$ cat src/rtl/shift_sequencer.sv
// Multi-cycle shift/rotate sequencer: applies a 1-bit shift/rotate step CNT times,
// one step per clock, and returns a registered result and carry with a done pulse.
//
// state    | meaning
// ---------+------------------------------------------------------------
// ST_IDLE  | waiting for START; operands are captured on acceptance
// ST_SHIFT | one step per clock on the working register, count runs down
// ST_DONE  | DONE pulse cycle; S/CO already hold the result
module shift_sequencer #(
    parameter int WIDTH = 8,
    parameter int CNT_W = 4
) (
    input  logic             CLK,
    input  logic             RST,
    input  logic             START,
    input  logic [WIDTH-1:0] F,
    input  logic             CI,
    input  logic [2:0]       HSEL,
    input  logic [CNT_W-1:0] CNT,
    output logic [WIDTH-1:0] S,
    output logic             CO,
    output logic             BUSY,
    output logic             DONE
);

    typedef enum logic [1:0] {
        ST_IDLE  = 2'd0,
        ST_SHIFT = 2'd1,
        ST_DONE  = 2'd2
    } state_t;

    state_t           state;
    logic [WIDTH-1:0] w;
    logic             c;
    logic [2:0]       op;
    logic [CNT_W-1:0] r;

    logic [WIDTH-1:0] w_nxt;
    logic             c_nxt;
    logic             op_uses_carry;
    logic             hsel_uses_carry;

    // One step of the same 1-bit shifter the datapath uses combinationally.
    always_comb begin
        w_nxt = w;
        c_nxt = c;
        case (op)
            3'b000: w_nxt = w;
            3'b001: w_nxt = {w[WIDTH-2:0], 1'b0};
            3'b010: w_nxt = {1'b0, w[WIDTH-1:1]};
            3'b011: w_nxt = '0;
            3'b100: begin
                c_nxt = w[WIDTH-1];
                w_nxt = {w[WIDTH-2:0], c};
            end
            3'b101: w_nxt = {w[WIDTH-2:0], w[WIDTH-1]};
            3'b110: w_nxt = {w[0], w[WIDTH-1:1]};
            3'b111: begin
                c_nxt = w[0];
                w_nxt = {c, w[WIDTH-1:1]};
            end
            default: w_nxt = w;
        endcase
    end

    assign op_uses_carry   = (op == 3'b100) || (op == 3'b111);
    assign hsel_uses_carry = (HSEL == 3'b100) || (HSEL == 3'b111);

    // S/CO are loaded on the edge that enters ST_DONE so they are valid with DONE.
    always_ff @(posedge CLK) begin
        if (RST) begin
            state <= ST_IDLE;
            w     <= '0;
            c     <= 1'b0;
            op    <= 3'b000;
            r     <= '0;
            S     <= '0;
            CO    <= 1'b0;
            BUSY  <= 1'b0;
            DONE  <= 1'b0;
        end else begin
            case (state)
                ST_IDLE: begin
                    DONE <= 1'b0;
                    if (START) begin
                        w    <= F;
                        c    <= CI;
                        op   <= HSEL;
                        r    <= CNT;
                        BUSY <= 1'b1;
                        if (CNT == '0) begin
                            state <= ST_DONE;
                            DONE  <= 1'b1;
                            S     <= F;
                            CO    <= hsel_uses_carry ? CI : 1'b0;
                        end else begin
                            state <= ST_SHIFT;
                        end
                    end
                end
                ST_SHIFT: begin
                    w <= w_nxt;
                    c <= c_nxt;
                    r <= r - CNT_W'(1);
                    if (r == CNT_W'(1)) begin
                        state <= ST_DONE;
                        DONE  <= 1'b1;
                        S     <= w_nxt;
                        CO    <= op_uses_carry ? c_nxt : 1'b0;
                    end
                end
                ST_DONE: begin
                    DONE  <= 1'b0;
                    BUSY  <= 1'b0;
                    state <= ST_IDLE;
                end
                default: begin
                    state <= ST_IDLE;
                    DONE  <= 1'b0;
                    BUSY  <= 1'b0;
                end
            endcase
        end
    end

endmodule

$ cat config.mk
export PLATFORM = sky130hd
export DESIGN_NAME = shift_sequencer
export DESIGN_NICKNAME = d
export VERILOG_FILES = /design/src/rtl/shift_sequencer.sv
export SDC_FILE = /design/constraint.sdc
export NUM_CORES = 1
export LEC_CHECK = 0
export ABC_AREA = 0
export BUFFER_PORTS_ARGS = -buffer_cell sky130_fd_sc_hd__buf_2
export CORE_MARGIN = 1.5
export CORE_UTILIZATION = 58
export DETAILED_ROUTE_END_ITERATION = 6
export GPL_TIMING_DRIVEN = 0
export PLACE_DENSITY_LB_ADDON = 0.3
export SYNTH_ARGS = -nofsm -noshare
export SYNTH_HDL_FRONTEND = slang
export SYNTH_SLANG_ARGS = --single-unit
$ cat constraint.sdc
create_clock -name CLK -period 4.21 [get_ports CLK]
set_clock_uncertainty 0.1 [all_clocks]
set_input_delay 0.6315 -clock CLK [delete_from_list [all_inputs] [get_ports CLK]]
set_output_delay 0.6315 -clock CLK [all_outputs]
set_load 0.02 [all_outputs]
==> impl_metrics.json <==
{
  "num_rows": 18,
  "hold_depth": 2,
  "synth-seq-area-share_pct": 36.6,
  "cp-start-kind": "flip-flop",
  "ys_warn_count": 0,
  "fin_setup_tns_ns": 0,
  "cts_sinks": 29,
  "synth_commonest_cells": "29 x dfxtp_1, 29 x nor2_1, 22 x a21oi_1, 22 x nand2_1, 10 x a211oi_1",
  "min_period_ns": 1.99,
  "viasPerCell": 6.34,
  "ios": 30,
  "drt-initial-drc-count": 127,
  "vdd_drop_max_mv": 0.388,
  "synthFlopType": "dfxtp_1",
  "firstDrtPassIters": 5,
  "finalWeightedCongestion": 0.888,
  "path_delay_family": "simple AND/OR/NAND/NOR gates",
  "dpl.hpwl_um": 3120,
  "async_reset_ff_share_pct": 0,
  "holdWs_ns": 0.374,
  "hp-class": "flip-flop to flip-flop",
  "overflow": 0,
  "p_per_area_nw_per_um2": 415,
  "cts_buffers": 5,
  "grt_pass1_wl_um": 7440,
  "ys_types": 44,
  "hold_buffers": 0,
  "routed_wl_um": 4390,
  "fin_ws_ns": 2.22,
  "core_area_um2": 2540,
  "r2r_start": "r[0]$_SDFFE_PP0P_",
  "nNetsFinal": 257,
  "cts-root-buf": "clkbuf_4",
  "critPathBufInv": 1,
  "fp.dieW_um": 55.3,
  "syn_nets": 222,
  "synth_area_leaders": "dfxtp_1 37%, a21oi_1 6.9%, nor2_1 6.9%",
  "antenna_found_initial": 0,
  "diodes": 0,
  "leakagePower_nw": 0.745,
  "outcome": "finished clean",
  "fin_util_pct": 72.7,
  "whs_endpoint": "BUSY$_SDFFE_PP0P_",
  "finalMaxSlewViolations": 0,
  "cts_tree": "done",
  "clockBufferDepth": 2,
  "path_cells": "ha_1, or3b_2, o22ai_4, buf_8, nor2_2, a211oi_2",
  "start_util_pct": 62.4,
  "cp-startpoint": "r[0]$_SDFFE_PP0P_",
  "yosysTopAreaCell": "dfxtp_1",
  "max_stage_delay_ns": 0.51,
  "vias": 1693,
  "hold_viol_final": 0,
  "path_depth": 6,
  "crit_type": "flip-flop to flip-flop",
  "dieHeight_um": 55.3,
  "worst_setup_path_end_kind": "flip-flop",
  "path_clk_slew_ns": 0.09,
  "setup_viol": 0,
  "place_ws_ns": 2.02,
  "reg2reg_setup_slack_ns": 2.22,
  "crit_fanout": 10,
  "drive_above_1_share_pct": 21.1,
  "synth_top_cell_area_share_pct": 36.6,
  "drcViolationCount": 0,
  "synth_edf_count": 0,
  "rr_worst_depth": 6,
  "syn_area_per_cell_um2": 7.90,
  "cap_violations": 0,
  "wl_per_cell_um": 16.4,
  "insertion_delay_ns": 0.34,
  "cp.arrival_ns": 2.15,
  "max_freq_ghz": 0.502,
  "finalPower_w": 0.000767,
  "tightestPinTransition_ns": 0.677,
  "timing.hold.worst.start": "BUSY$_SDFFE_PP0P_",
  "cp.required_ns": 4.37,
  "area_growth_syn_to_layout_pct": 16.5,
  "synthCells": 201,
  "ctsHtreeMaxLevel": 2,
  "postCtsResizedCells": 0,
  "syn-cell-area_um2": 1590,
  "slowest_stage": "or3b_2",
  "grt_pass1_vias": 1554,
  "grt_max_degree": 11,
  "ant_nets": 0,
  "post-cts-setup-buffer-count": 0,
  "slew_headroom_pct": 54.7,
  "fin_crit_sh_pct": 47.3,
  "numPortBuffers": 28,
  "r2r_end": "S[6]$_SDFFE_PP0P_",
  "grt_use_total_pct": 30.6,
  "rsz0062_at_grt": "no",
  "die-area_um2": 3060,
  "ys_ff_latch": 29
}
## state kept, by name (all words and copies together) (netlist names)
signal	cells
CO	1
c	1
w	8
DONE	1
r	4
op	3
state	2
BUSY	1
S	8
## routing by layer
layer	vias up	global-route usage, %	wire, um
met1	783	36.0	1720
met3	30	5.62	309
met4	0	16.0	193
li1	796	-	-
met2	84	52.6	2170
met5	-	0	0
## layout make-up
cell class	count	area, um2
multi-input combinational	150	896
fill	194	694
sequential	29	581
timing repair buffer	28	140
buffer	15	85.1
clock buffer	7	55.1
tap	30	37.5
clock inverter	1	30.0
inverter	7	26.3
## through the flow
stage	instance area, um2	cells
3_5_place_dp	1770	259
6_report	1850	267
5_1_grt	1850	267
3_3_place_gp	1770	259
2_1_floorplan	1590	201
4_1_cts	1850	267
## worst max path at each step
stage / endpoint / slack [ns]
floorplan: S[6]$_SDFFE_PP0P_ / 2.25
global placement: S[6]$_SDFFE_PP0P_ / 2.04
detailed placement: S[6]$_SDFFE_PP0P_ / 2.02
CTS: S[6]$_SDFFE_PP0P_ / 2.23
global route: S[6]$_SDFFE_PP0P_ / 2.11
finish: S[6]$_SDFFE_PP0P_ / 2.22
## report_power, final
group	switching (W)	internal [W]	leakage, nW	total [W]
logic	0.000123	0.0000763	0.461	0.000199
clock network	0.000101	0.000142	0.0455	0.000242
registers	0.0000245	0.000301	0.238	0.000325
total	0.000248	0.000519	0.745	0.000767
## tightest hold or removal path, delay by kind of cell, from the launching register on
| family | cells | cell delay [ns] |
|---|---|---|
| flops | 1 | 0.32 |
| compound gates | 1 | 0.06 |
| simple gates | 1 | 0.06 |
## cell usage in the layout, fill, tap and decap left out, types with 2 or more instances in the layout
cell	count
a221oi_1	2
nor2b_1	7
clkbuf_1	7
nor2_1	29
a221o_1	2
nand3_1	3
o21ai_0	7
xnor2_1	2
inv_1	7
a311oi_1	7
nand2_1	22
clkbuf_4	5
a211oi_1	10
buf_2	33
nor3_1	2
dfxtp_1	29
ha_1	2
a21oi_1	22
nand2b_1	6
a32oi_1	5
nor2_2	2
## cells by family after synthesis
logic type	Yosys count	share of synthesized area, %
xor gates and xnor gates	2	1.10
muxes	2	1.34
and+or+nand+nor	79	23.5
adders and majority gates	2	1.58
AOI/OAI and AO/OA	65	28.9
DFF	29	36.6
buffers and inverters	22	7.01
Power figures use the tool's default switching activity.
